===== src/rtl/mot_fault_monitor.sv =====
// -----------------------------------------------------------------------------
// mot_fault_monitor
//
// Supervises five motors and conditions three fail sensors.
//
// Every raw asynchronous input bit (run feedback, overcurrent, fail sensor)
// passes a 2-flop synchronizer and then a debouncer. The debounced fail
// sensors go straight to the controller. The debounced feedback and
// overcurrent bits drive one independent supervision FSM per motor:
//
//   OFF    -> SPINUP  when the motor is enabled (timeout counter cleared)
//   SPINUP -> FAULT   on overcurrent or when feedback does not arrive within
//                     FB_TIMEOUT cycles
//   SPINUP -> RUN     when feedback is accepted
//   SPINUP -> OFF     when the enable drops
//   RUN    -> FAULT   on overcurrent or loss of feedback
//   RUN    -> OFF     when the enable drops
//   FAULT  -> OFF     only on an error clear while the motor is disabled
//
// A fault condition always wins over a simultaneous enable drop.
//
// Ports
//   i_clk          system clock, rising edge
//   i_rst_n        asynchronous active-low reset
//   i_mot_ena[4:0] per-motor enable, synchronous to i_clk
//   i_mot_fb[4:0]  raw per-motor run feedback, active high, asynchronous
//   i_mot_oc[4:0]  raw per-motor overcurrent flag, active high, asynchronous
//   i_sens_raw_n   raw fail sensors [2:0], active low, asynchronous
//   i_err_clr      error-clear request, synchronous
//   o_mot_err      per-motor error, registered, high while the motor is in FAULT
//   o_fail_sens_n  debounced fail sensors [2:0], registered, active low
// -----------------------------------------------------------------------------
module mot_fault_monitor #(
   parameter int DEB_LEN    = 8,
   parameter int FB_TIMEOUT = 1000
) (
   input  logic       i_clk,
   input  logic       i_rst_n,
   input  logic [4:0] i_mot_ena,
   input  logic [4:0] i_mot_fb,
   input  logic [4:0] i_mot_oc,
   input  logic [2:0] i_sens_raw_n,
   input  logic       i_err_clr,
   output logic [4:0] o_mot_err,
   output logic [2:0] o_fail_sens_n
);

   localparam int N_MOT = 5;
   localparam int N_SEN = 3;
   localparam int N_CH  = 2 * N_MOT + N_SEN;

   // Channel map: [4:0] feedback, [9:5] overcurrent, [12:10] fail sensors.
   // Feedback/overcurrent idle low, active-low sensors idle high.
   localparam logic [N_CH-1:0] CH_RST_VAL = {{N_SEN{1'b1}}, {(2 * N_MOT){1'b0}}};

   localparam int DEB_CNT_W = (DEB_LEN > 1) ? $clog2(DEB_LEN) : 1;
   localparam logic [DEB_CNT_W-1:0] DEB_LAST = DEB_CNT_W'(DEB_LEN - 1);

   localparam int TMO_W = $clog2(FB_TIMEOUT + 1);
   localparam logic [TMO_W-1:0] TMO_MAX = TMO_W'(FB_TIMEOUT);

   typedef enum logic [1:0] {
      ST_OFF    = 2'd0,
      ST_SPINUP = 2'd1,
      ST_RUN    = 2'd2,
      ST_FAULT  = 2'd3
   } state_t;

   logic [N_CH-1:0]  w_raw;
   logic [2*N_MOT-1:0] w_mot_in_next;  // debounced FB/OC as they will be after this edge
   logic [N_SEN-1:0] w_sens_deb;

   assign w_raw = {i_sens_raw_n, i_mot_oc, i_mot_fb};

   // --------------------------------------------------------------------------
   // Input conditioning: synchronizer + debouncer per channel
   // --------------------------------------------------------------------------
   genvar gi;
   generate
      for (gi = 0; gi < N_CH; gi++) begin : g_cond
         logic                 r_sync1;
         logic                 r_sync2;
         logic                 r_deb;
         logic [DEB_CNT_W-1:0] r_deb_cnt;
         logic                 w_differs;
         logic                 w_deb_next;

         assign w_differs = (r_sync2 != r_deb);

         // The debounced level accepts a change on the edge that completes
         // DEB_LEN consecutive differing samples.
         assign w_deb_next = (w_differs && (r_deb_cnt == DEB_LAST)) ? r_sync2 : r_deb;

         always_ff @(posedge i_clk or negedge i_rst_n) begin
            if (!i_rst_n) begin
               r_sync1   <= CH_RST_VAL[gi];
               r_sync2   <= CH_RST_VAL[gi];
               r_deb     <= CH_RST_VAL[gi];
               r_deb_cnt <= '0;
            end else begin
               r_sync1 <= w_raw[gi];
               r_sync2 <= r_sync1;
               if (!w_differs) begin
                  // Any excursion shorter than DEB_LEN restarts the count.
                  r_deb_cnt <= '0;
               end else if (r_deb_cnt == DEB_LAST) begin
                  r_deb_cnt <= '0;
                  r_deb     <= r_sync2;
               end else begin
                  r_deb_cnt <= r_deb_cnt + 1'b1;
               end
            end
         end

         if (gi < 2 * N_MOT) begin : g_mot_in
            // The FSMs use the debouncer's next value so that a motor reacts
            // on the same edge the debounced level changes.
            assign w_mot_in_next[gi] = w_deb_next;
         end else begin : g_sens_out
            assign w_sens_deb[gi - 2 * N_MOT] = r_deb;
         end
      end
   endgenerate

   assign o_fail_sens_n = w_sens_deb;

   // --------------------------------------------------------------------------
   // Per-motor supervision FSMs
   // --------------------------------------------------------------------------
   generate
      for (gi = 0; gi < N_MOT; gi++) begin : g_motor
         state_t           r_state;
         state_t           w_state_next;
         logic [TMO_W-1:0] r_tmo_cnt;
         logic [TMO_W-1:0] w_tmo_cnt_next;
         logic [TMO_W-1:0] w_tmo_inc;
         logic             w_tmo_hit;
         logic             r_err;
         logic             w_fb;
         logic             w_oc;
         logic             w_ena;

         assign w_fb  = w_mot_in_next[gi];
         assign w_oc  = w_mot_in_next[N_MOT + gi];
         assign w_ena = i_mot_ena[gi];

         // Saturating increment: the counter parks at FB_TIMEOUT.
         assign w_tmo_inc = (r_tmo_cnt == TMO_MAX) ? r_tmo_cnt : r_tmo_cnt + 1'b1;
         // Counter is 0 on the SPINUP entry edge, so the incremented value
         // reaches FB_TIMEOUT exactly FB_TIMEOUT edges later.
         assign w_tmo_hit = (w_tmo_inc == TMO_MAX);

         always_ff @(posedge i_clk or negedge i_rst_n) begin
            if (!i_rst_n) begin
               r_state   <= ST_OFF;
               r_tmo_cnt <= '0;
               r_err     <= 1'b0;
            end else begin
               r_state   <= w_state_next;
               r_tmo_cnt <= w_tmo_cnt_next;
               r_err     <= (w_state_next == ST_FAULT);
            end
         end

         always_comb begin
            w_state_next   = r_state;
            w_tmo_cnt_next = r_tmo_cnt;
            case (r_state)
               ST_OFF: begin
                  if (w_ena) begin
                     w_state_next   = ST_SPINUP;
                     w_tmo_cnt_next = '0;
                  end
               end
               ST_SPINUP: begin
                  w_tmo_cnt_next = w_tmo_inc;
                  if (w_oc) begin
                     w_state_next = ST_FAULT;
                  end else if (w_tmo_hit) begin
                     w_state_next = ST_FAULT;
                  end else if (w_fb) begin
                     w_state_next = ST_RUN;
                  end else if (!w_ena) begin
                     w_state_next = ST_OFF;
                  end
               end
               ST_RUN: begin
                  if (w_oc || !w_fb) begin
                     w_state_next = ST_FAULT;
                  end else if (!w_ena) begin
                     w_state_next = ST_OFF;
                  end
               end
               ST_FAULT: begin
                  // A clear is honoured only once the controller has
                  // withdrawn the enable.
                  if (i_err_clr && !w_ena) begin
                     w_state_next = ST_OFF;
                  end
               end
               default: begin
                  w_state_next = ST_OFF;
               end
            endcase
         end

         assign o_mot_err[gi] = r_err;
      end
   endgenerate

endmodule

===== config.mk =====
export PLATFORM = sky130hd
export DESIGN_NAME = mot_fault_monitor
export DESIGN_NICKNAME = d
export VERILOG_FILES = /design/src/rtl/mot_fault_monitor.sv
export SDC_FILE = /design/constraint.sdc
export NUM_CORES = 1
export LEC_CHECK = 0
export CAP_MARGIN = 20
export CELL_PAD_IN_SITES_DETAIL_PLACEMENT = 1
export CELL_PAD_IN_SITES_GLOBAL_PLACEMENT = 1
export CORE_UTILIZATION = 40
export DETAILED_ROUTE_END_ITERATION = 10
export HOLD_SLACK_MARGIN = 0.15
export PLACE_DENSITY_LB_ADDON = 0.12
export SLEW_MARGIN = 5
export SYNTH_ARGS = -nofsm -noshare
export SYNTH_HDL_FRONTEND = slang
export SYNTH_SLANG_ARGS = --single-unit

===== constraint.sdc =====
create_clock -name i_clk -period 2.8 [get_ports i_clk]
set_clock_uncertainty 0.1 [all_clocks]
set_input_delay 0.42 -clock i_clk [delete_from_list [all_inputs] [get_ports i_clk]]
set_output_delay 0.42 -clock i_clk [all_outputs]
set_load 0.01 [all_outputs]

Word level (Yosys, flattened, before mapping)
Index checks and enable logic that the tools add are counted.
{"block": "word_totals", "word_cells": 295, "out_inout_bits": 8, "in_bits": 21, "reg_bits": 143}
{"block": "classes", "eq_ne": 61, "add_sub_neg": 18, "mux": 91, "reduce_logical": 58}
{"operator": "equality test 10 bit, second input constant", "n": 10}
{"operator": "2-to-1 mux 10 bit", "n": 10}
{"operator": "case mux 10 bit (2 select lines)", "n": 5}
{"operator": "2-to-1 mux 3 bit", "n": 26}
{"operator": "2-to-1 mux 2 bit", "n": 35}
{"operator": "adder 10 x 1 -> 10 bit, second input constant", "n": 5}
{"operator": "case mux 2 bit (4 select lines)", "n": 5}
{"operator": "adder 3 x 1 -> 3 bit, second input constant", "n": 13}
{"operator": "equality test 3 bit, second input constant", "n": 13}
{"operator": "AND reduction 2 bit", "n": 18}
{"operator": "equality test 2 bit, second input constant", "n": 15}
{"operator": "logical AND 1 bit", "n": 15}
{"operator": "!= test 1 bit", "n": 13}
{"operator": "equality test 2 x 1 -> 1 bit, second input constant", "n": 5}
{"operator": "logical NOT 1 bit", "n": 10}
{"operator": "logical NOT 2 bit", "n": 5}
{"operator": "2-to-1 mux 1 bit", "n": 10}
{"operator": "!= test 2 bit, second input constant", "n": 5}
{"operator": "nonzero test 2 bit", "n": 5}
{"operator": "logical OR 1 bit", "n": 5}

Logic depth before layout (Yosys ltp)
{"block": "logic_depth", "depth_word": 8, "mapped_depth": 9, "depth_no_buf": 8}

Least setup slack after synthesis
No wires, ideal clock.
{"block": "synth_timing", "path_type": "reg-to-reg", "from": "reg g_motor[3].r_tmo_cnt[0]", "to": "reg g_motor[3].r_state[1]", "required_ns": 2.633, "arrival_ns": 2.237, "period_less_slack_ns": 2.404, "stages_incl_launch_ff": 10, "path_slack_ns": 0.396, "path_buffers": 1, "setup_time_ns": 0.067, "path_cell_list": "dfrtp_1 -> buf_2 -> inv_1 -> ha_1 -> or4b_1 -> a21o_1 -> a31o_1 -> o31ai_2 -> or3_1 -> a32o_1"}
{"block": "synth_between", "elab_chain_cells": 6, "elab_cells_between_ends": 7, "cone_classes": "1 x add/sub; 2 x eq/ne; 4 x mux"}
{"item": "start: declaration", "line_no": "134", "text": "logic [TMO_W-1:0] r_tmo_cnt;"}
{"item": "start signal: assignment", "line_no": "160", "text": "r_tmo_cnt <= w_tmo_cnt_next;"}
{"item": "adder 10 x 1 -> 10 bit / equality test 10 bit (equally long branches)", "line_no": "148", "text": "assign w_tmo_inc = (r_tmo_cnt == TMO_MAX) ? r_tmo_cnt : r_tmo_cnt + 1'b1;"}
{"item": "2-to-1 mux 10 bit *", "line_no": "148"}
{"item": "equality test 10 bit *", "line_no": "151", "text": "assign w_tmo_hit = (w_tmo_inc == TMO_MAX);"}
{"item": "2-to-1 mux 2 bit *", "line_no": "179", "text": "end else if (w_tmo_hit) begin"}
{"item": "2-to-1 mux 2 bit *", "line_no": "177", "text": "if (w_oc) begin"}
{"item": "case mux 2 bit (4 select lines) *", "line_no": "168", "text": "case (r_state)"}
{"item": "named net g_motor[3].w_state_next[1]", "line_no": "133", "text": "state_t w_state_next;"}
{"item": "end signal: assignment", "line_no": "159", "text": "r_state <= w_state_next;"}
{"item": "end: declaration", "line_no": "132", "text": "state_t r_state;"}
The timed path passes the listed nets; every way through them passes the cells marked *.
A chain may end at the register's enable or synchronous reset.

Worst setup path after layout
{"block": "layout_timing", "from": "reg g_motor[3].r_tmo_cnt[0]", "to": "reg g_motor[3].r_state[0]"}
Same word-level chain as after synthesis.

==> flow_metrics.tcl <==
set metrics [dict create \
    status "completed" \
    cp_max_fo 11 \
    design_area_mm2 0.008342 \
    power.total_uw 7364 \
    dieHeight_um 137.3 \
    synth_top_cell_by_area "dfrtp_1" \
    yosysWarnings 0 \
    leakage_uw 0.003710 \
    path_clk_slew_ns 0.06 \
    post-route-period-util_pct 94.74 \
    gp_congestion 0.8224 \
    cts_buffers 17 \
    postCtsSetupRepairBufs 0 \
    coreArea_mm2 0.01796 \
    via_count 5506 \
    dieArea_mm2 0.01884 \
    overflow 0 \
    ff_latch_area_mm2 0.003590 \
    cpMaxStageDelayCell "dfrtp_1" \
    routed_wl_mm 16.65 \
    min_period_ns 2.653 \
    slowest_delay_ns 0.50 \
    p_per_area_mw_per_mm2 882.8 \
    critical_path_class "flop to flop" \
    peakVddDrop_mv 0.5363 \
    rows 49 \
    grt_pass1_vias 5674 \
    synth-async-reset-ratio_pct 100.0 \
    synth_edf_count 0 \
    p_switching_uw 2480 \
    cap_violations 0 \
    cts_sinks 143 \
    p_int_uw 4884 \
    place_hpwl_mm 11.43 \
    synth_common_cells "dfrtp_1 (134), nand2_1 (69), o21ai_0 (59)" \
    placement.io_buffers 28 \
    die_width_um 137.3 \
    htree_levels 4 \
    multiInputGateArea_mm2 0.003457 \
    crit_required_ns 3.04 \
    io_pins 29 \
    setup_viol 0 \
    clkLatencyLatePin_ns 0.42 \
    synth_cells 715 \
    grt_first_pass_wirelength_mm 27.77 \
    tns_ns 0 \
    place_area_mm2 0.007751 \
    p_seq_share_pct 42.2 \
    yosysSeqAreaShare_pct 49.04 \
    synth_flop_cell "dfrtp_1" \
    comb_power_share_pct 27.1 \
    synth_nets 772 \
    max-slew-margin-rel_pct 46.65 \
    wl_per_cell_um 17.10 \
    crit_chain "inv_1 > ha_1 > or4b_1 > a21o_1 > a31o_1 > o31ai_2 > o32ai_1 > a21oi_1" \
    drt-pass1-iter-count 4 \
    drive_gt1_share_pct 9.396 \
    cts_tree "done" \
    drc 0 \
    cts_root_buffer "clkbuf_16" \
    netlist_area_mm2 0.007320 \
    drtAntennaViolNets 0 \
    start_util_pct 40.75 \
    diodes 0 \
    swShare_pct 33.67 \
    grt_usage_pct 19.15 \
    viasPerCell 5.653 \
    synth_top_area_share_pct 45.81 \
    fmax_mhz 377.0 \
    nets 789 \
    ys_seq_elements 143 \
    whs_ns 0.2495 \
    report.final.slew_viol_count 0 \
    synth_cell_types 73 \
    hold_viol 0 \
    cts.path.max_buffers 2 \
    synth_most_common_cell "dfrtp_1" \
    grt_max_degree 61 \
    worst_setup_path_start_kind "flop" \
    critPathArrivalTime_ns 2.89 \
    grt_setup_unrepaired "false" \
    syn_avg_cell_area_um2 10.24 \
    crit_path_end_kind "flop" \
    antenna_found_initial 0 \
    synthTopCellsByArea "dfrtp_1 (46%), ha_1 (6.2%), o21ai_0 (4.0%)" \
    worst_pin_slew_ns 0.7986 \
    ctsResizeCount 0 \
    drtIter0Drc 279 \
    clockPowerShare_pct 30.7 \
    fillCellCount 1998 \
    syn2layout_area_growth_pct 13.97 \
    holdCritPathClass "flop to flop" \
]
## through the flow
step | utilization [%] | instances | setup slack [ns]
finish | 46.44 | 974 | 0.1473
global route | 46.44 | 974 | 0.01588
CTS | 46.44 | 974 | 0.1369
detailed placement | 43.15 | 941 | 0.1606
global placement | 43.15 | 941 | 0.2769
floorplan | - | 715 | 0.3963
## area by class of cell
type                    count  share of cell area [%]
flip-flops and latches    143                   43.03
well taps                 229                   3.435
inverters                  21                  0.9450
repair buffers             35                   4.185
clock inverters             5                  0.9300
multi-input cells         514                   41.44
clock buffers              27                   6.030
## repair_timing
item | 4_1_cts | 5_1_grt
hold buffers | 1 | 0
endpoints found under the hold margin | 55 | 0
endpoints found under the setup margin | 0 | 0
## power by group through the flow
stage / Combinational [uW] / Sequential, uW / Clock [uW]
floorplan: 1620 / 2850 / 0
global placement: 1840 / 3100 / 0
detailed placement: 2010 / 3150 / 0
CTS: 2030 / 3120 / 2330
global route: 2280 / 3200 / 2420
finish: 1990 / 3110 / 2260
## routing by layer
metal | vias to the layer above | share of wire [%] | track usage [%]
li1 | 2614 | - | -
met1 | 2791 | 45 | 23.35
met2 | 83 | 50 | 32.72
met3 | 18 | 2.9 | 4.967
met4 | 0 | 1.4 | 6.471
met5 | - | 0 | 0
## worst paths after layout
check                                             start                       to  slack (ns)  cells past startpoint
worst max-delay path            g_motor[3].r_tmo_cnt[0]    g_motor[3].r_state[0]        0.15                      8
worst min-delay path                  g_cond[7].r_sync1        g_cond[7].r_sync2        0.25                      0
worst max register to register  g_motor[3].r_tmo_cnt[0]    g_motor[3].r_state[0]        0.15                      8
worst min register to register        g_cond[7].r_sync1        g_cond[7].r_sync2        0.25                      0
max in group asynchronous                       i_rst_n          g_cond[2].r_deb        1.35                      3
min in group asynchronous                       i_rst_n  g_cond[11].r_deb_cnt[1]        0.42                      2
## worst max-delay path, delay by kind of cell (launching register included)
family                     cells  cell delay (ns)
adders and majority gates      1             0.32
AOI/OAI and AO/OA              5             1.04
and+or+nand+nor                1             0.49
buffers and inverters          1             0.12
DFF                            1             0.50
## state kept, by name, indices dropped and copies added (netlist names)
register and flops:
g_cond.r_deb 13, g_motor.r_tmo_cnt 50, g_motor.r_state 10, g_motor.r_err 5, g_cond.r_deb_cnt 39, g_cond.r_sync1 13, g_cond.r_sync2 13
## cells in the final DEF, fill, tap and decap left out, types with 5 or more instances in the layout
| cell | n |
|---|---|
| dfrtp_1 | 134 |
| nand2_1 | 69 |
| o21ai_0 | 59 |
| ha_1 | 36 |
| nor2_1 | 30 |
| clkdlybuf4s50_1 | 27 |
| nor3_1 | 25 |
| a21oi_1 | 23 |
| and2_1 | 22 |
| inv_1 | 21 |
| nand3_1 | 19 |
| nor3b_1 | 18 |
| a22o_1 | 18 |
| mux2_2 | 17 |
| clkbuf_16 | 17 |
| nor2b_1 | 13 |
| a31oi_1 | 11 |
| nand2b_1 | 10 |
| a21o_1 | 10 |
| xor2_1 | 10 |
| mux2i_1 | 9 |
| and3_1 | 9 |
| nand4_1 | 9 |
| dfstp_2 | 9 |
| nand3b_1 | 8 |
| o21bai_1 | 8 |
| clkbuf_1 | 6 |
| xnor2_1 | 5 |
| o31ai_1 | 5 |
| buf_4 | 5 |
## cells by family (layout without fill, tap and decap cells)
group | after synthesis | in the layout | synth area share (%)
multiplexers | 26 | 26 | 3.846
AND/OR/NAND/NOR | 262 | 262 | 19.56
AO/OA/AOI/OAI | 175 | 175 | 15.88
flip-flops | 143 | 143 | 49.04
buffers and inverters | 58 | 88 | 3.726
adder cells (fa/ha/maj) | 36 | 36 | 6.154
XOR/XNOR | 15 | 15 | 1.795
(Power assumes the default switching activity.)
